==> src/rtl/microwave_timer.sv <==
// microwave_timer: keypad-loaded MM:SS BCD countdown that sits upstream of the
// magnetron controller. Digits shift in from the right; the count decrements
// once per second while mag_on is high and timer_done flags 00:00.
// Optional feature: define MICROWAVE_DONE_BEEP_EN to add the DONE state and the
// beep output that sounds for BEEP_SECS seconds after the count expires.
module microwave_timer #(
  parameter int TICKS_PER_SEC = 50_000_000,
  parameter int BEEP_SECS     = 3
) (
  input  logic       clk,
  input  logic       resetn,
  input  logic       clearn,
  input  logic       key_valid,
  input  logic [3:0] key_digit,
  input  logic       mag_on,
`ifdef MICROWAVE_DONE_BEEP_EN
  output logic       beep,
`endif
  output logic       timer_done,
  output logic [3:0] min_tens,
  output logic [3:0] min_ones,
  output logic [3:0] sec_tens,
  output logic [3:0] sec_ones
);

  localparam int            PW       = $clog2(TICKS_PER_SEC);
  localparam logic [PW-1:0] PRE_LAST = PW'(TICKS_PER_SEC - 1);
`ifdef MICROWAVE_DONE_BEEP_EN
  localparam int            BW        = (BEEP_SECS > 1) ? $clog2(BEEP_SECS) : 1;
  localparam logic [BW-1:0] BEEP_LAST = BW'(BEEP_SECS - 1);
`endif

  typedef enum logic [1:0] {
    ST_IDLE    = 2'd0,
    ST_ARMED   = 2'd1,
    ST_RUNNING = 2'd2
`ifdef MICROWAVE_DONE_BEEP_EN
    ,
    ST_DONE    = 2'd3
`endif
  } state_t;

  state_t        state_r, state_s;
  logic [PW-1:0] pre_r, pre_s;
  logic [15:0]   count_r, count_s;
  logic          done_r, done_s;
  logic          key_ok_s;
  logic          tick_s;
  logic [15:0]   entered_s;
  logic [15:0]   dec_s;
`ifdef MICROWAVE_DONE_BEEP_EN
  logic          beep_r, beep_s;
  logic [BW-1:0] bcnt_r, bcnt_s;
`endif

  // One-second BCD decrement with digit borrow; 00:00 holds.
  function automatic logic [15:0] bcd_dec(input logic [15:0] cnt);
    logic [3:0] mt, mo, st, so;
    mt = cnt[15:12];
    mo = cnt[11:8];
    st = cnt[7:4];
    so = cnt[3:0];
    if (so != 4'd0) begin
      so = so - 4'd1;
    end else if (st != 4'd0) begin
      st = st - 4'd1;
      so = 4'd9;
    end else if (mo != 4'd0) begin
      mo = mo - 4'd1;
      st = 4'd5;
      so = 4'd9;
    end else if (mt != 4'd0) begin
      mt = mt - 4'd1;
      mo = 4'd9;
      st = 4'd5;
      so = 4'd9;
    end else begin
      mt = 4'd0;
      mo = 4'd0;
      st = 4'd0;
      so = 4'd0;
    end
    return {mt, mo, st, so};
  endfunction

  // Next-state, next-count and prescaler logic; clear overrides everything.
  always_comb begin
    state_s   = state_r;
    pre_s     = pre_r;
    count_s   = count_r;
`ifdef MICROWAVE_DONE_BEEP_EN
    beep_s    = beep_r;
    bcnt_s    = bcnt_r;
`endif
    key_ok_s  = key_valid && (key_digit <= 4'd9);
    tick_s    = (pre_r == PRE_LAST);
    entered_s = {count_r[11:0], key_digit};
    dec_s     = bcd_dec(count_r);

    if (!clearn) begin
      state_s = ST_IDLE;
      pre_s   = '0;
      count_s = 16'd0;
`ifdef MICROWAVE_DONE_BEEP_EN
      beep_s  = 1'b0;
      bcnt_s  = '0;
`endif
    end else begin
      case (state_r)
        ST_IDLE, ST_ARMED: begin
          pre_s = '0;
          if (key_ok_s) begin
            // A key on the same edge as mag_on wins; running starts next edge.
            count_s = entered_s;
            state_s = (entered_s != 16'd0) ? ST_ARMED : ST_IDLE;
          end else if ((state_r == ST_ARMED) && mag_on) begin
            state_s = ST_RUNNING;
          end else begin
            state_s = state_r;
          end
        end
        ST_RUNNING: begin
          if (tick_s) begin
            // The decrement lands even if mag_on drops on this same edge.
            count_s = dec_s;
            pre_s   = '0;
            if (dec_s == 16'd0) begin
`ifdef MICROWAVE_DONE_BEEP_EN
              state_s = ST_DONE;
              beep_s  = 1'b1;
              bcnt_s  = '0;
`else
              state_s = ST_IDLE;
`endif
            end else if (!mag_on) begin
              state_s = ST_ARMED;
            end else begin
              state_s = ST_RUNNING;
            end
          end else if (!mag_on) begin
            // Pause throws away the partial second.
            state_s = ST_ARMED;
            pre_s   = '0;
          end else begin
            pre_s = pre_r + PW'(1'b1);
          end
        end
`ifdef MICROWAVE_DONE_BEEP_EN
        ST_DONE: begin
          if (key_ok_s) begin
            count_s = entered_s;
            state_s = (entered_s != 16'd0) ? ST_ARMED : ST_IDLE;
            pre_s   = '0;
            beep_s  = 1'b0;
            bcnt_s  = '0;
          end else if (tick_s) begin
            pre_s = '0;
            if (bcnt_r == BEEP_LAST) begin
              state_s = ST_IDLE;
              beep_s  = 1'b0;
              bcnt_s  = '0;
            end else begin
              bcnt_s = bcnt_r + BW'(1'b1);
            end
          end else begin
            pre_s = pre_r + PW'(1'b1);
          end
        end
`endif
        default: begin
          state_s = ST_IDLE;
          pre_s   = '0;
          count_s = 16'd0;
        end
      endcase
    end

    done_s = (count_s == 16'd0);
  end

  // State, count and output registers with synchronous active-low reset.
  always_ff @(posedge clk) begin
    if (!resetn) begin
      state_r <= ST_IDLE;
      pre_r   <= '0;
      count_r <= 16'd0;
      done_r  <= 1'b1;
`ifdef MICROWAVE_DONE_BEEP_EN
      beep_r  <= 1'b0;
      bcnt_r  <= '0;
`endif
    end else begin
      state_r <= state_s;
      pre_r   <= pre_s;
      count_r <= count_s;
      done_r  <= done_s;
`ifdef MICROWAVE_DONE_BEEP_EN
      beep_r  <= beep_s;
      bcnt_r  <= bcnt_s;
`endif
    end
  end

  assign {min_tens, min_ones, sec_tens, sec_ones} = count_r;
  assign timer_done = done_r;
`ifdef MICROWAVE_DONE_BEEP_EN
  assign beep = beep_r;
`endif

endmodule

==> config.mk <==
export PLATFORM = sky130hd
export DESIGN_NAME = microwave_timer
export DESIGN_NICKNAME = d
export VERILOG_FILES = /design/src/rtl/microwave_timer.sv
export SDC_FILE = /design/constraint.sdc
export NUM_CORES = 1
export LEC_CHECK = 0
export CELL_PAD_IN_SITES_DETAIL_PLACEMENT = 0
export CELL_PAD_IN_SITES_GLOBAL_PLACEMENT = 1
export CORE_AREA = 2 2 93 77
export CTS_CLUSTER_SIZE = 14
export DETAILED_ROUTE_END_ITERATION = 12
export DIE_AREA = 0 0 95 79
export PLACE_DENSITY_LB_ADDON = 0.05
export RECOVER_POWER = 50
export SLEW_MARGIN = 20
export SYNTH_ARGS = -nofsm -noshare
export SYNTH_HDL_FRONTEND = slang
export SYNTH_SLANG_ARGS = --single-unit
==> constraint.sdc <==
create_clock -name clk -period 6.6 [get_ports clk]
set_input_delay 0.66 -clock clk [delete_from_list [all_inputs] [get_ports clk]]
set_output_delay 0.66 -clock clk [all_outputs]
set_load 0.01 [all_outputs]
Word level (Yosys, flattened, before mapping). Index checks and enable logic that the tools add are counted. Widths: inputs -> output; s select.

Register bits after elaboration: 45. Output and inout port bits: 17. Input bits: 9. Word-level logic and storage cells: 60.

Order comparisons: 1. Bitwise logic cells: 4. Equality and inequality tests: 5. Muxes and demuxes: 27. $add $sub $neg: 5. Reductions and logical operators: 14.

Operators by type and width (count): $mux 4 (13); $mux 16 (3); $logic_not 16->1 (2); $pmux 16 s2 (1); $add 26x1->26 const B (1); $eq 26x26->1 const B (1); $reduce_bool 16->1 (1); $reduce_bool 4->1 (4); $sub 4x1->4 const B (4); $mux 2 (6); $mux 3 (2); $ne 3x3->1 const B (2); $reduce_or 5->1 (1); $le 4x4->1 const B (1); $not 1->1 (4); $pmux 2 s2 (1); $reduce_and 2->1 (2); $eq 2x1->1 const B (1); $eq 2x2->1 const B (1); $logic_and 1x1->1 (2); $logic_not 2->1 (1); $reduce_or 2->1 (1); $mux 1 (1).

Depth between registers and ports, before layout. Gate-level depths: netlist of the first run.

Depth in word-level cells: 9. Depth in mapped cells: 9. Mapped depth without buffers: 9.

Least setup slack after synthesis of the first run. Ideal clock, no wire load.

Path kind: register to register. From: reg pre_r[11]. To: reg done_r (netlist: timer_done). Path buffers: 1. Period minus slack after synthesis: 2.467 ns. Arrival time: 2.383 ns. Stages on the path, launching flop included: 9. Library setup time: 0.084 ns. Path slack: 4.133 ns. Required time: 6.516 ns. Cell sequence: dfxtp_1 > or4b_4 > or3_1 > buf_2 > nor3_1 > mux2_2 > a21oi_1 > nand4_1 > o31ai_2.

Longest elaborated chain between the ends: 5.

Ends and longest elaborated chain: start: declaration (RTL line 44) `logic [PW-1:0] pre_r, pre_s;`; start signal: assignment (RTL line 194) `pre_r <= pre_s;`; $eq 26x26->1 (RTL line 96) `tick_s = (pre_r == PRE_LAST);`; $mux 16 (RTL line 123) `if (tick_s) begin`; $pmux 16 s2 (RTL line 109) `case (state_r)`; $mux 16 (RTL line 100) `if (!clearn) begin`; $logic_not 16->1 (RTL line 178) `done_s = (count_s == 16'd0);`; end signal: assignment (RTL line 196) `done_r <= done_s;`; end: declaration (RTL line 46) `logic done_r, done_s;`.

No other way between the ends. A chain may end at the register's enable or synchronous reset.

Final worst setup path of the first run.
From: reg count_r[8]. To: reg state_r[1].

Longest elaborated chain between the ends: 8. Elaborated cells between the ends (all ways): 18. Classes of those cells: add/sub (1); mux (15); reduce/logical (2).

Ends and longest elaborated chain: start: declaration (RTL line 45) `logic [15:0] count_r, count_s;`; start signal: assignment (RTL line 195) `count_r <= count_s;`; $sub 4x1->4 / $reduce_bool 4->1 (equally long branches) (RTL line 69, 68); $mux 4 / $mux 3 (equally long branches) (RTL line 68) `end else if (mo != 4'd0) begin`; $mux 4 (RTL line 65) `end else if (st != 4'd0) begin`; $mux 4 (RTL line 63) `if (so != 4'd0) begin`; $logic_not 16->1 * (RTL line 127) `if (dec_s == 16'd0) begin`; $mux 2 * (RTL line 127); $mux 2 * (RTL line 123); $pmux 2 s2 * (RTL line 109); end signal: assignment (RTL line 193) `state_r <= state_s;`; end: declaration (RTL line 43) `state_t state_r, state_s;`.

Every way passes the cells marked *; elsewhere a longest branch is shown, timed or not.

==> results of run 1 <==
==> worst max path at each step <==
stage,slack (ns),start,to,cells after the start
6_report,3.39,count_r[8]$_SDFF_PN0_,state_r[1]$_SDFFE_PN0P_,9
5_1_grt,3.24,key_digit[2],timer_done$_SDFF_PN1_,8
4_1_cts,3.50,key_digit[2],timer_done$_SDFF_PN1_,8
3_5_place_dp,3.18,key_digit[2],timer_done$_SDFF_PN1_,8
3_3_place_gp,3.34,key_digit[1],timer_done$_SDFF_PN1_,8
2_1_floorplan,4.13,pre_r[11]$_SDFF_PP0_,timer_done$_SDFF_PN1_,8
==> area by class of cell <==
| cell class | count | area (um2) | share of cell area (%) |
|---|---|---|---|
| clock buffers | 6 | 82.58 | 2.477 |
| clock inverters | 2 | 37.54 | 1.126 |
| inverters | 10 | 37.54 | 1.126 |
| multi-input cells | 302 | 1889 | 56.68 |
| flip-flops and latches | 45 | 900.9 | 27.03 |
| well taps | 87 | 108.9 | 3.266 |
| repair buffers | 29 | 276.5 | 8.296 |
==> cells in the mapped netlist, types with 2 or more instances <==
cell,n,share of area (%)
sky130_fd_sc_hd__nor2_1,54,6.9
sky130_fd_sc_hd__inv_1,10,1.3
sky130_fd_sc_hd__ha_1,4,1.7
sky130_fd_sc_hd__or3b_2,4,1.2
sky130_fd_sc_hd__a31oi_1,3,0.64
sky130_fd_sc_hd__o211ai_1,3,0.77
sky130_fd_sc_hd__nor4b_1,3,0.90
sky130_fd_sc_hd__o21ai_0,8,1.4
sky130_fd_sc_hd__mux2i_1,6,2.1
sky130_fd_sc_hd__and4_1,6,1.8
sky130_fd_sc_hd__nand2_1,36,4.6
sky130_fd_sc_hd__nor3b_1,3,0.77
sky130_fd_sc_hd__nor3_4,2,1.1
sky130_fd_sc_hd__clkbuf_1,16,2.1
sky130_fd_sc_hd__nor4_1,9,1.9
sky130_fd_sc_hd__o2111ai_1,3,0.90
sky130_fd_sc_hd__or2_2,2,0.43
sky130_fd_sc_hd__nor2b_1,2,0.43
sky130_fd_sc_hd__o21a_1,3,0.77
sky130_fd_sc_hd__or4_1,6,1.5
sky130_fd_sc_hd__a21oi_1,23,3.9
sky130_fd_sc_hd__and2_1,9,1.9
sky130_fd_sc_hd__dfxtp_1,45,31
sky130_fd_sc_hd__xnor2_1,8,2.4
sky130_fd_sc_hd__nand4_1,11,2.4
sky130_fd_sc_hd__nor4_2,2,0.86
sky130_fd_sc_hd__or3_1,5,1.1
sky130_fd_sc_hd__a211oi_1,3,0.77
sky130_fd_sc_hd__and3_1,4,0.86
sky130_fd_sc_hd__a311oi_1,3,0.90
sky130_fd_sc_hd__buf_2,2,0.34
sky130_fd_sc_hd__nand3_1,18,3.1
sky130_fd_sc_hd__nor3_1,13,2.2
sky130_fd_sc_hd__xor2_1,16,4.8
==> registers in the layout (all words and copies together), names as in the netlist <==
name / count
count_r: 16
timer_done: 1
pre_r: 26
state_r: 2
==> power by group through the flow <==
stage	clock (W)	combinational (W)	sequential, W
after detailed placement	0	0.0000451	0.000282
after global routing	0.000241	0.0000490	0.000276
after floorplan	0	0.0000296	0.000281
final	0.000224	0.0000458	0.000276
after CTS	0.000228	0.0000453	0.000276
after global placement	0	0.0000445	0.000283
==> per-stage QoR <==
stage | hold slack [ns] | setup WS [ns]
floorplan | 0.4132 | 4.133
global placement | 0.4238 | 3.338
detailed placement | 0.4340 | 3.179
CTS | 0.4508 | 3.500
global route | 0.4827 | 3.236
finish | 0.4467 | 3.390
==> kinds of logic after synthesis <==
group / count (synthesis) / share of synthesized area, %
flip-flops: 45 / 30.85
adder cells (fa/ha/maj): 4 / 1.714
AO/OA/AOI/OAI: 69 / 16.24
buffers and inverters: 31 / 4.456
XOR/XNOR: 24 / 7.198
multiplexers: 7 / 2.442
AND/OR/NAND/NOR: 198 / 37.10
==> metal layers <==
layer | vias to the layer above | global-route usage, %
li1 | 1417 | -
met5 | - | 0
met2 | 135 | 35.53
met3 | 7 | 3.795
met1 | 1387 | 39.84
met4 | 0 | 5.797
==> qor.csv, run 1 <==
stage,metric,value,unit
outcome,status,"finished, final reports clean",
finish,area delta synth->final,14.14,%
clocking,Post CTS Setup Buffer Count,0,
setup_path,cell family contributing the most delay on the critical path,simple AND/OR/NAND/NOR gates,
pwr,Flop pwr share,50.5,%
hold_path,number of cells traversed by the worst hold path,1,
route,wire length after detailed routing,9051,um
finish,filler cell count in the final layout,674,
setup_path,register-to-register path setup slack,3.39,ns
setup_path,largest stage delay on the critical path,0.75,ns
sta,Final Hold Fails,0,
global_route,GR Util All Layers,25.26,%
setup_path,R2R Path End,state_r[1]$_SDFFE_PN0P_,
sta,f_max,0.3115,GHz
pwr,internal power,0.0004144,W
floorplan,die boundary width,95,um
finish,final design instance area without fill,0.003333,mm2
route,iteration-0 DRC count of the detailed router,228,
placement,cell total after placement,473,
pwr,switching part of the total power,24.13,%
sta,min cycle time layout,3.210,ns
floorplan,starting utilization of the core area,43.88,%
route,Post-route DRC,0,
placement,placed cell areas,0.003217,mm2
setup_path,data arrival time of the worst path,3.41,ns
synth,distinct cell type count of the synthesized netlist,67,
clocking,H-Tree Level Count,2,
pwr,Lkg Pwr,1.169,nW
synth,Mapped Area,0.002920,mm2
floorplan,height of the die,79,um
pwr,Comb pwr share,8.4,%
global_route,wire length of the first global-routing pass,14680,um
job,number of max-capacitance violations reported,0,
synth,sequential share of the synthesized area,30.85,%
global_route,maximum number of pins on one net before global-route repair,27,
sta,setup skew after layout,0.008525,ns
floorplan,number of core rows,27,
route,Detail Route met2 WL,3684,um
hold_path,worst hold path type,flip-flop to flip-flop,
floorplan,Core ar.,0.006655,mm2
finish,"commonest non-fill, non-tap cells in the layout","sky130_fd_sc_hd__nor2_1 (54), sky130_fd_sc_hd__dfxtp_1 (45), sky130_fd_sc_hd__nand2_1 (36)",
pwr,overall power,0.0005462,W
synth,proportion of register bits with asynchronous set or reset after synthesis,0,%
sta,transition time at the pin with the least slew margin,1.147,ns
sta,portion of the clock cycle consumed by the worst path in the final layout,48.64,%
pwr,Clk pwr share,41.1,%
synth,number of enable-type register cells in the synthesized netlist,0,
finish,"number of standard cells in the layout, taps in and fillers out",481,
clocking,CTS Buf Count,5,
setup_path,Worst Reg2Reg Path Length in Cells,9,
pwr,highest ir drop seen on vdd,98.76,uV
floorplan,I/O pin cnt,26,
placement,final estimated routing congestion in global placement,0.8937,
synth,Main synth FF type,sky130_fd_sc_hd__dfxtp_1,
setup_path,sort of element at the start of the critical path,flip-flop,
setup_path,Reg2Reg Launch Point,count_r[8]$_SDFF_PN0_,
sta,Slew headroom,23.50,%
hold_path,Worst Hold Launch,pre_r[0]$_SDFF_PP0_,
clocking,post-CTS clock slew at the launch and capture registers of the worst setup and hold paths,0.09,ns
global_route,antenna violations before repair,0,
setup_path,critical path cell sequence,"inv_1, ha_1, nor3b_1, nand3_1, a211oi_1, and4b_1, o2111ai_1, o21a_1, o211a_1",
sta,setup repair after global routing missed its margin,no,
route,via total after detailed routing,2946,
synth,Seq cells post-synth,45,
synth,Yosys warnings,0,
setup_path,slowest CP cell,sky130_fd_sc_hd__nor3b_1,
finish,fraction of final layout cells with drive strength greater than 1,7.614,%
sta,endpoints failing setup,0,
route,Detailed Routing Iterations Pass 1,5,
synth,cell count after synthesis,378,
placement,IO buf count,25,
sta,Pins Over Slew Limit,0,
pwr,Switch Pwr,0.0001318,W
finish,diode insertion count for antenna repair,0,
setup_path,category of the critical setup timing path,flip-flop to flip-flop,
clocking,Hold Buf Count CTS,0,
finish,most common library cell in the layout ignoring fill and taps,sky130_fd_sc_hd__nor2_1,
clocking,root buf cell,sky130_fd_sc_hd__clkbuf_8,
sta,Fin Setup TNS,0,ns
setup_path,"Data required, critical path",6.80,ns
clocking,buffer levels on the longest clock path,2,
clocking,count of instances resized after the clock tree is built,0,
synth,number of nets produced by synthesis,391,
route,M1 WL,4531,um
setup_path,largest fanout on the critical path,7,
pwr,power per standard cell area,163.9,mW/mm2
route,uppermost routed layer,met4,
placement,Post-DP HPWL,6510,um
route,detail-routed via count per cell,6.125,
floorplan,die area,0.007505,mm2
route,routed length on met3,773,um
hold_path,worst hold endpoint,pre_r[0]$_SDFF_PP0_,
global_route,number of global-route vias before repair,2711,
clocking,clock latency on the worst-skew pair,0.30,ns
finish,final core utilization,50.08,%
route,number of nets with antenna violations after routing,0,
route,Avg WL per Cell,18.82,um
setup_path,endpoint class of the critical path,flip-flop,
clocking,Sinks on Clock Net,45,
setup_path,combined buffer and inverter count along the critical path,1,
finish,Nets,406,
global_route,total global routing overflow,0,
synth,Post-Synthesis Mean Instance Area,7.726,um2
clocking,CTS tree,done,
(Power assumes the default switching activity.)
==> run 2, diff against run 1 <==
- CORE_AREA: 2 2 93 77 -> 2 2 100 83
- DIE_AREA: 0 0 95 79 -> 0 0 102 85
- clock period: 6.6 -> 2.7 ns (I/O delays scaled with it)
==> run 2 against run 1 <==
Clock skew increased by 0.0019 ns. Fmax increased by 21%. Critical path depth decreased by 1. Non-clock buffer count increased by 54. Sequential power increased by 140%. Die area increased by 16%. Setup slack got worse by 3.3 ns. Sequential share of layout area decreased by 3.2 points. Register-to-register slack got worse by 3.3 ns. Critical endpoint unchanged.
==> qor.csv, run 2 (synthesis results as in run 1) <==
stage,metric,value,unit,change
outcome,status,"finished, final reports clean",,
route,Avg WL per Cell,17.79,um,-5.5%
sta,transition time at the pin with the least slew margin,0.6440,ns,-0.5035 ns
placement,IO buf count,25,,unchanged
finish,number of flip-flops under the largest register name,26,,unchanged
sta,setup skew after layout,0.01047,ns,+0.001945 ns
clocking,CTS Buf Count,5,,unchanged
route,detail-routed via count per cell,5.491,,-10%
finish,Largest regs,"pre_r (26), count_r (16), state_r (2)",,
global_route,total global routing overflow,0,,unchanged
setup_path,"Data required, critical path",2.92,ns,-3.88 ns
clocking,post-CTS clock slew at the launch and capture registers of the worst setup and hold paths,0.10,ns,about the same
finish,Top reg by flops,pre_r,,
finish,"commonest non-fill, non-tap cells in the layout","sky130_fd_sc_hd__nor2_1 (54), sky130_fd_sc_hd__buf_4 (54), sky130_fd_sc_hd__dfxtp_1 (45)",,
clocking,H-Tree Level Count,2,,unchanged
sta,final hold slack,0.4467,ns,-0.000004000 ns
setup_path,Reg2Reg Launch Point,pre_r[11]$_SDFF_PP0_,,
route,Detailed Routing Iterations Pass 1,5,,unchanged
pwr,Comb pwr share,10.2,%,+1.8 points
pwr,Flop pwr share,49.8,%,-0.7 points
route,M1 WL,5214,um,+15%
sta,Pins Over Slew Limit,0,,unchanged
hold_path,Worst Hold Launch,pre_r[0]$_SDFF_PP0_,,
sta,Final Hold Fails,0,,unchanged
setup_path,endpoint class of the critical path,flip-flop,,
sta,endpoints failing setup,0,,unchanged
pwr,highest ir drop seen on vdd,184.5,uV,+87%
floorplan,number of core rows,29,,+7.4%
floorplan,die area,0.008670,mm2,+16%
clocking,clock latency on the worst-skew pair,0.31,ns,about the same
global_route,number of global-route vias before repair,2756,,+1.7%
placement,final estimated routing congestion in global placement,0.9361,,+4.7%
job,number of max-capacitance violations reported,0,,unchanged
clocking,Sinks on Clock Net,45,,unchanged
placement,Post-DP HPWL,7508,um,+15%
pwr,switching part of the total power,25.36,%,+1.2 points
global_route,wire length of the first global-routing pass,15450,um,+5.2%
finish,fraction of final layout cells with drive strength greater than 1,19.42,%,+12 points
pwr,Lkg Pwr,1.433,nW,+23%
global_route,GR Util All Layers,23.32,%,-1.9 points
pwr,Clk pwr share,40.0,%,-1.1 points
route,uppermost routed layer,met4,,
clocking,CTS tree,done,,
floorplan,starting utilization of the core area,37.96,%,-5.9 points
sta,Slew headroom,56.96,%,+33 points
floorplan,height of the die,85,um,+7.6%
pwr,power per standard cell area,355.2,mW/mm2,+120%
finish,diode insertion count for antenna repair,0,,unchanged
route,wire length after detailed routing,9890,um,+9.3%
route,iteration-0 DRC count of the detailed router,245,,+7.5%
global_route,maximum number of pins on one net before global-route repair,27,,unchanged
pwr,Switch Pwr,0.0003407,W,+160%
route,via total after detailed routing,3053,,+3.6%
sta,portion of the clock cycle consumed by the worst path in the final layout,98.53,%,+50 points
clocking,Post CTS Setup Buffer Count,0,,unchanged
route,Detail Route met2 WL,3893,um,+5.7%
hold_path,worst hold path type,flip-flop to flip-flop,,
floorplan,die boundary width,102,um,+7.4%
setup_path,data arrival time of the worst path,2.88,ns,-0.53 ns
finish,final core utilization,49.19,%,-0.90 points
sta,min cycle time layout,2.660,ns,-0.5502 ns
clocking,root buf cell,sky130_fd_sc_hd__clkbuf_8,,
finish,Nets,460,,+13%
clocking,buffer levels on the longest clock path,2,,unchanged
route,routed length on met3,688,um,-11%
floorplan,I/O pin cnt,26,,unchanged
setup_path,start point of the critical path,pre_r[11]$_SDFF_PP0_,,
pwr,internal power,0.001003,W,+140%
setup_path,sort of element at the start of the critical path,flip-flop,,
route,Post-route DRC,0,,unchanged
setup_path,category of the critical setup timing path,flip-flop to flip-flop,,
sta,f_max,0.3759,GHz,+21%
floorplan,Core ar.,0.007692,mm2,+16%
setup_path,largest fanout on the critical path,5,,-2
finish,area delta synth->final,29.56,%,
global_route,antenna violations before repair,0,,unchanged
route,number of nets with antenna violations after routing,0,,unchanged
[run 2: changes by cell type in the layout (fill, tap and decap cells not counted), sizes merged]
| cell | delta |
|---|---|
| buf | +51 |
| clkbuf | +3 |
| clkdlybuf4s50 | +2 |
| dlygate4sd3 | -2 |
| clkinv | +1 |
| clkinvlp | -1 |
[run 2: path summary, 6_finish.rpt]
path | end | slack (ns) | depth (start not counted)
setup / recovery | state_r[1]$_SDFFE_PN0P_ | 0.04 | 8
hold / removal | pre_r[0]$_SDFF_PP0_ | 0.45 | 1
setup reg to reg | state_r[1]$_SDFFE_PN0P_ | 0.04 | 8
hold reg to reg | pre_r[0]$_SDFF_PP0_ | 0.45 | 1
[run 2: area by class of cell]
cell class / instances / area [um2]
clock inverter: 2 / 38.79
multi-input combinational: 302 / 1923
sequential: 45 / 900.9
inverter: 10 / 37.54
timing repair buffer: 83 / 675.6
clock buffer: 6 / 72.57
tap: 108 / 135.1
fill: 793 / 3909
[run 2: repair_timing]
action | in CTS | in global routing
resized for setup | 0 | 9
hold buffers | 0 | 0
endpoints found under the setup margin | 0 | 3
endpoints found under the hold margin | 0 | 0
[run 2: per-layer routing]
layer / up-vias / global-route usage, %
met5: - / 0
met4: 0 / 5.576
met3: 11 / 3.542
met2: 109 / 31.28
met1: 1421 / 38.11
li1: 1512 / -
[run 2: power groups by stage]
| stage | registers, W | clock network [W] | logic, W |
|---|---|---|---|
| floorplan | 0.000687 | 0 | 0.0000724 |
| global placement | 0.000685 | 0 | 0.000134 |
| detailed placement | 0.000685 | 0 | 0.000131 |
| CTS | 0.000670 | 0.000554 | 0.000131 |
| global route | 0.000670 | 0.000573 | 0.000146 |
| finish | 0.000670 | 0.000537 | 0.000137 |
[run 2: stage by stage]
step	cells	area, um2	power [W]	TNS, ns	worst slack, ns
after floorplan	378	2920	0.0007591	0	0.2332
after global placement	548	3661	0.0008196	-0.1486	-0.08635
after detailed placement	548	3661	0.0008155	0	0.06827
after CTS	556	3772	0.001355	0	0.05329
after global routing	556	3784	0.001390	-0.03072	-0.02035
final	556	3784	0.001344	0	0.03976
[run 2: worst max-delay path: stages (launching register included)]
cell and delay [ns]:
sky130_fd_sc_hd__dfxtp_1 0.33, sky130_fd_sc_hd__or4b_4 0.58, sky130_fd_sc_hd__nor3_4 0.28, sky130_fd_sc_hd__nand4_1 0.13, sky130_fd_sc_hd__a2111oi_1 0.51, sky130_fd_sc_hd__buf_4 0.19
sky130_fd_sc_hd__o2111ai_1 0.11, sky130_fd_sc_hd__o21a_1 0.22, sky130_fd_sc_hd__o211a_1 0.22
==> run 3, diff against run 2 <==
- CELL_PAD_IN_SITES_DETAIL_PLACEMENT: 0 -> default
- CELL_PAD_IN_SITES_GLOBAL_PLACEMENT: 1 -> default
- CORE_AREA: 2 2 100 83 -> 2 2 78 80
- DIE_AREA: 0 0 102 85 -> 0 0 80 82
==> run 3 against run 2 <==
Die area fell by 24%. Cell count is 8.6% lower. Sequential share of layout area is 1.1 points higher. Critical path type unchanged. Highest routed layer unchanged.
==> qor.csv, run 3 (synthesis results as in run 1) <==
stage,metric,value,unit,change
setup_path,"Data required, critical path",2.92,ns,about the same
sta,min cycle time layout,2.625,ns,-0.03555 ns
sta,setup skew after layout,0.006181,ns,-0.004289 ns
sta,Slew headroom,53.09,%,-3.9 points
floorplan,Core ar.,0.005746,mm2,-25%
route,Detailed Routing Iterations Pass 1,5,,unchanged
floorplan,die area,0.006560,mm2,-24%
clocking,CTS tree,done,,
pwr,power per standard cell area,340.7,mW/mm2,-4.1%
setup_path,start point of the critical path,pre_r[11]$_SDFF_PP0_,,
hold_path,worst hold path type,flip-flop to flip-flop,,
floorplan,I/O pin cnt,26,,unchanged
finish,multi-input combinational cell area,0.001923,mm2,unchanged
global_route,number of global-route vias before repair,2958,,+7.3%
floorplan,height of the die,82,um,-3.5%
placement,final estimated routing congestion in global placement,0.9971,,+6.5%
setup_path,largest fanout on the critical path,5,,unchanged
global_route,antenna violations before repair,0,,unchanged
route,number of nets with antenna violations after routing,0,,unchanged
finish,filler cell count in the final layout,543,,-32%
finish,number of flip-flops under the largest register name,26,,unchanged
clocking,buffer levels on the longest clock path,2,,unchanged
job,number of max-capacitance violations reported,0,,unchanged
placement,IO buf count,25,,unchanged
floorplan,starting utilization of the core area,50.83,%,+13 points
clocking,clock latency on the worst-skew pair,0.30,ns,about the same
finish,Largest regs,"pre_r (26), count_r (16), state_r (2)",,
pwr,highest ir drop seen on vdd,253.4,uV,+37%
setup_path,sort of element at the start of the critical path,flip-flop,,
route,via total after detailed routing,3120,,+2.2%
finish,area delta synth->final,24.04,%,
pwr,overall power,0.001234,W,-8.2%
global_route,wire length of the first global-routing pass,15140,um,-2.0%
sta,Final Hold Fails,0,,unchanged
setup_path,destination of the critical timing path,timer_done$_SDFF_PN1_,,
floorplan,die boundary width,80,um,-22%
placement,pre-CTS WS,-0.006538,ns,-0.07481 ns
sta,transition time at the pin with the least slew margin,0.7036,ns,+0.05962 ns
clocking,H-Tree Level Count,2,,unchanged
clocking,Sinks on Clock Net,45,,unchanged
finish,diode insertion count for antenna repair,0,,unchanged
route,wire length after detailed routing,9271,um,-6.3%
finish,most common library cell in the layout ignoring fill and taps,sky130_fd_sc_hd__nor2_1,,
clocking,post-CTS clock slew at the launch and capture registers of the worst setup and hold paths,0.08,ns,-0.02 ns
global_route,total global routing overflow,0,,unchanged
sta,portion of the clock cycle consumed by the worst path in the final layout,97.21,%,-1.3 points
sta,Pins Over Slew Limit,0,,unchanged
sta,"Worst Setup Slack, final",0.07531,ns,+0.03555 ns
outcome,status,"finished, final reports clean",,
setup_path,R2R Path End,timer_done$_SDFF_PN1_,,
floorplan,number of core rows,28,,-3.4%
finish,Nets,445,,-3.3%
finish,Top reg by flops,pre_r,,
clocking,Hold Buf Count CTS,0,,unchanged
clocking,root buf cell,sky130_fd_sc_hd__clkbuf_8,,
global_route,maximum number of pins on one net before global-route repair,27,,unchanged
setup_path,Worst Reg2Reg Path Length in Cells,7,,-1
finish,fraction of final layout cells with drive strength greater than 1,17.09,%,-2.3 points
sta,f_max,0.3810,GHz,+1.4%
setup_path,category of the critical setup timing path,flip-flop to flip-flop,,
route,Avg WL per Cell,18.25,um,+2.6%
sta,setup repair after global routing missed its margin,no,,
clocking,CTS Buf Count,5,,unchanged
finish,sequential cell area,900.9,um2,unchanged
global_route,GR Util All Layers,30.33,%,+7.0 points
setup_path,Reg2Reg Launch Point,pre_r[11]$_SDFF_PP0_,,
route,detail-routed via count per cell,6.142,,+12%
route,iteration-0 DRC count of the detailed router,352,,+44%
route,Post-route DRC,0,,unchanged
sta,endpoints failing setup,0,,unchanged
setup_path,endpoint class of the critical path,flip-flop,,
setup_path,register-to-register path setup slack,0.08,ns,+0.04 ns
pwr,Lkg Pwr,1.354,nW,-5.5%
placement,Post-DP HPWL,6874,um,-8.4%
finish,"commonest non-fill, non-tap cells in the layout","sky130_fd_sc_hd__nor2_1 (54), sky130_fd_sc_hd__dfxtp_1 (45), sky130_fd_sc_hd__buf_4 (41)",,
setup_path,data arrival time of the worst path,2.85,ns,-0.03 ns
run 3: cell types whose count changed in the layout (fill, tap and decap cells not counted), moves of 2 or more:
cell	delta
sky130_fd_sc_hd__buf_4	-13
sky130_fd_sc_hd__ha_2	-2
sky130_fd_sc_hd__ha_1	+2
sky130_fd_sc_hd__clkdlybuf4s50_1	-2
sky130_fd_sc_hd__dlygate4sd3_1	+2
run 3: what timing repair did:
action | in CTS | in global routing
hold endpoints to repair | 0 | 0
pin swaps | 0 | 1
setup endpoints to repair | 1 | 3
resized for setup | 1 | 8
buffers inserted | 0 | 3
run 3: how the worst min path moves through the flow:
stage | startpoint | endpoint | slack, ns | depth (start not counted)
6_report | pre_r[0]$_SDFF_PP0_ | pre_r[0]$_SDFF_PP0_ | 0.44 | 1
5_1_grt | pre_r[0]$_SDFF_PP0_ | pre_r[0]$_SDFF_PP0_ | 0.47 | 1
4_1_cts | pre_r[0]$_SDFF_PP0_ | pre_r[0]$_SDFF_PP0_ | 0.45 | 1
3_5_place_dp | pre_r[0]$_SDFF_PP0_ | pre_r[0]$_SDFF_PP0_ | 0.43 | 1
3_3_place_gp | pre_r[0]$_SDFF_PP0_ | pre_r[0]$_SDFF_PP0_ | 0.43 | 1
2_1_floorplan | pre_r[0]$_SDFF_PP0_ | pre_r[0]$_SDFF_PP0_ | 0.41 | 1
run 3: area by class of cell:
cell class	instances	area share, %
Clock buffer	7	2.107
Clock inverter	1	0.2073
Inverter	10	1.036
Multi-Input combinational cell	302	53.09
Sequential cell	45	24.87
Tap cell	75	2.591
Timing Repair Buffer	68	16.10
run 3: report_power, final:
part / leakage, nW / switching (W) / total, W / internal (W)
logic: 0.953 / 0.0000820 / 0.000147 / 0.0000645
clock network: 0.0385 / 0.000235 / 0.000418 / 0.000183
registers: 0.363 / 0.00000263 / 0.000669 / 0.000667
run 3: critical path, stage by stage (launching register included):
cell and delay, ns:
sky130_fd_sc_hd__dfxtp_1 0.35, sky130_fd_sc_hd__or4b_4 0.59, sky130_fd_sc_hd__nor4_2 0.39, sky130_fd_sc_hd__and2_1 0.22
sky130_fd_sc_hd__o31ai_1 0.11, sky130_fd_sc_hd__nor4_1 0.42, sky130_fd_sc_hd__o2111ai_1 0.23, sky130_fd_sc_hd__o31ai_2 0.24
run 3: per-stage QoR:
stage,TNS (ns),util (%),hold WS (ns),area (um2),cells
6_report,0,63.04,0.4411,3622,508
5_1_grt,0,63.04,0.4721,3622,508
4_1_cts,0,62.22,0.4466,3575,505
3_5_place_dp,-0.006538,60.65,0.4337,3485,497
3_3_place_gp,-0.1976,60.65,0.4266,3485,497
2_1_floorplan,0,-,0.4132,2920,378
run 3: metal layers:
metal  GRT usage (%)  routed length, um
met1           38.49               3869
met2           50.25               4232
met3           4.176                746
met4           15.76                422
met5               0                  0
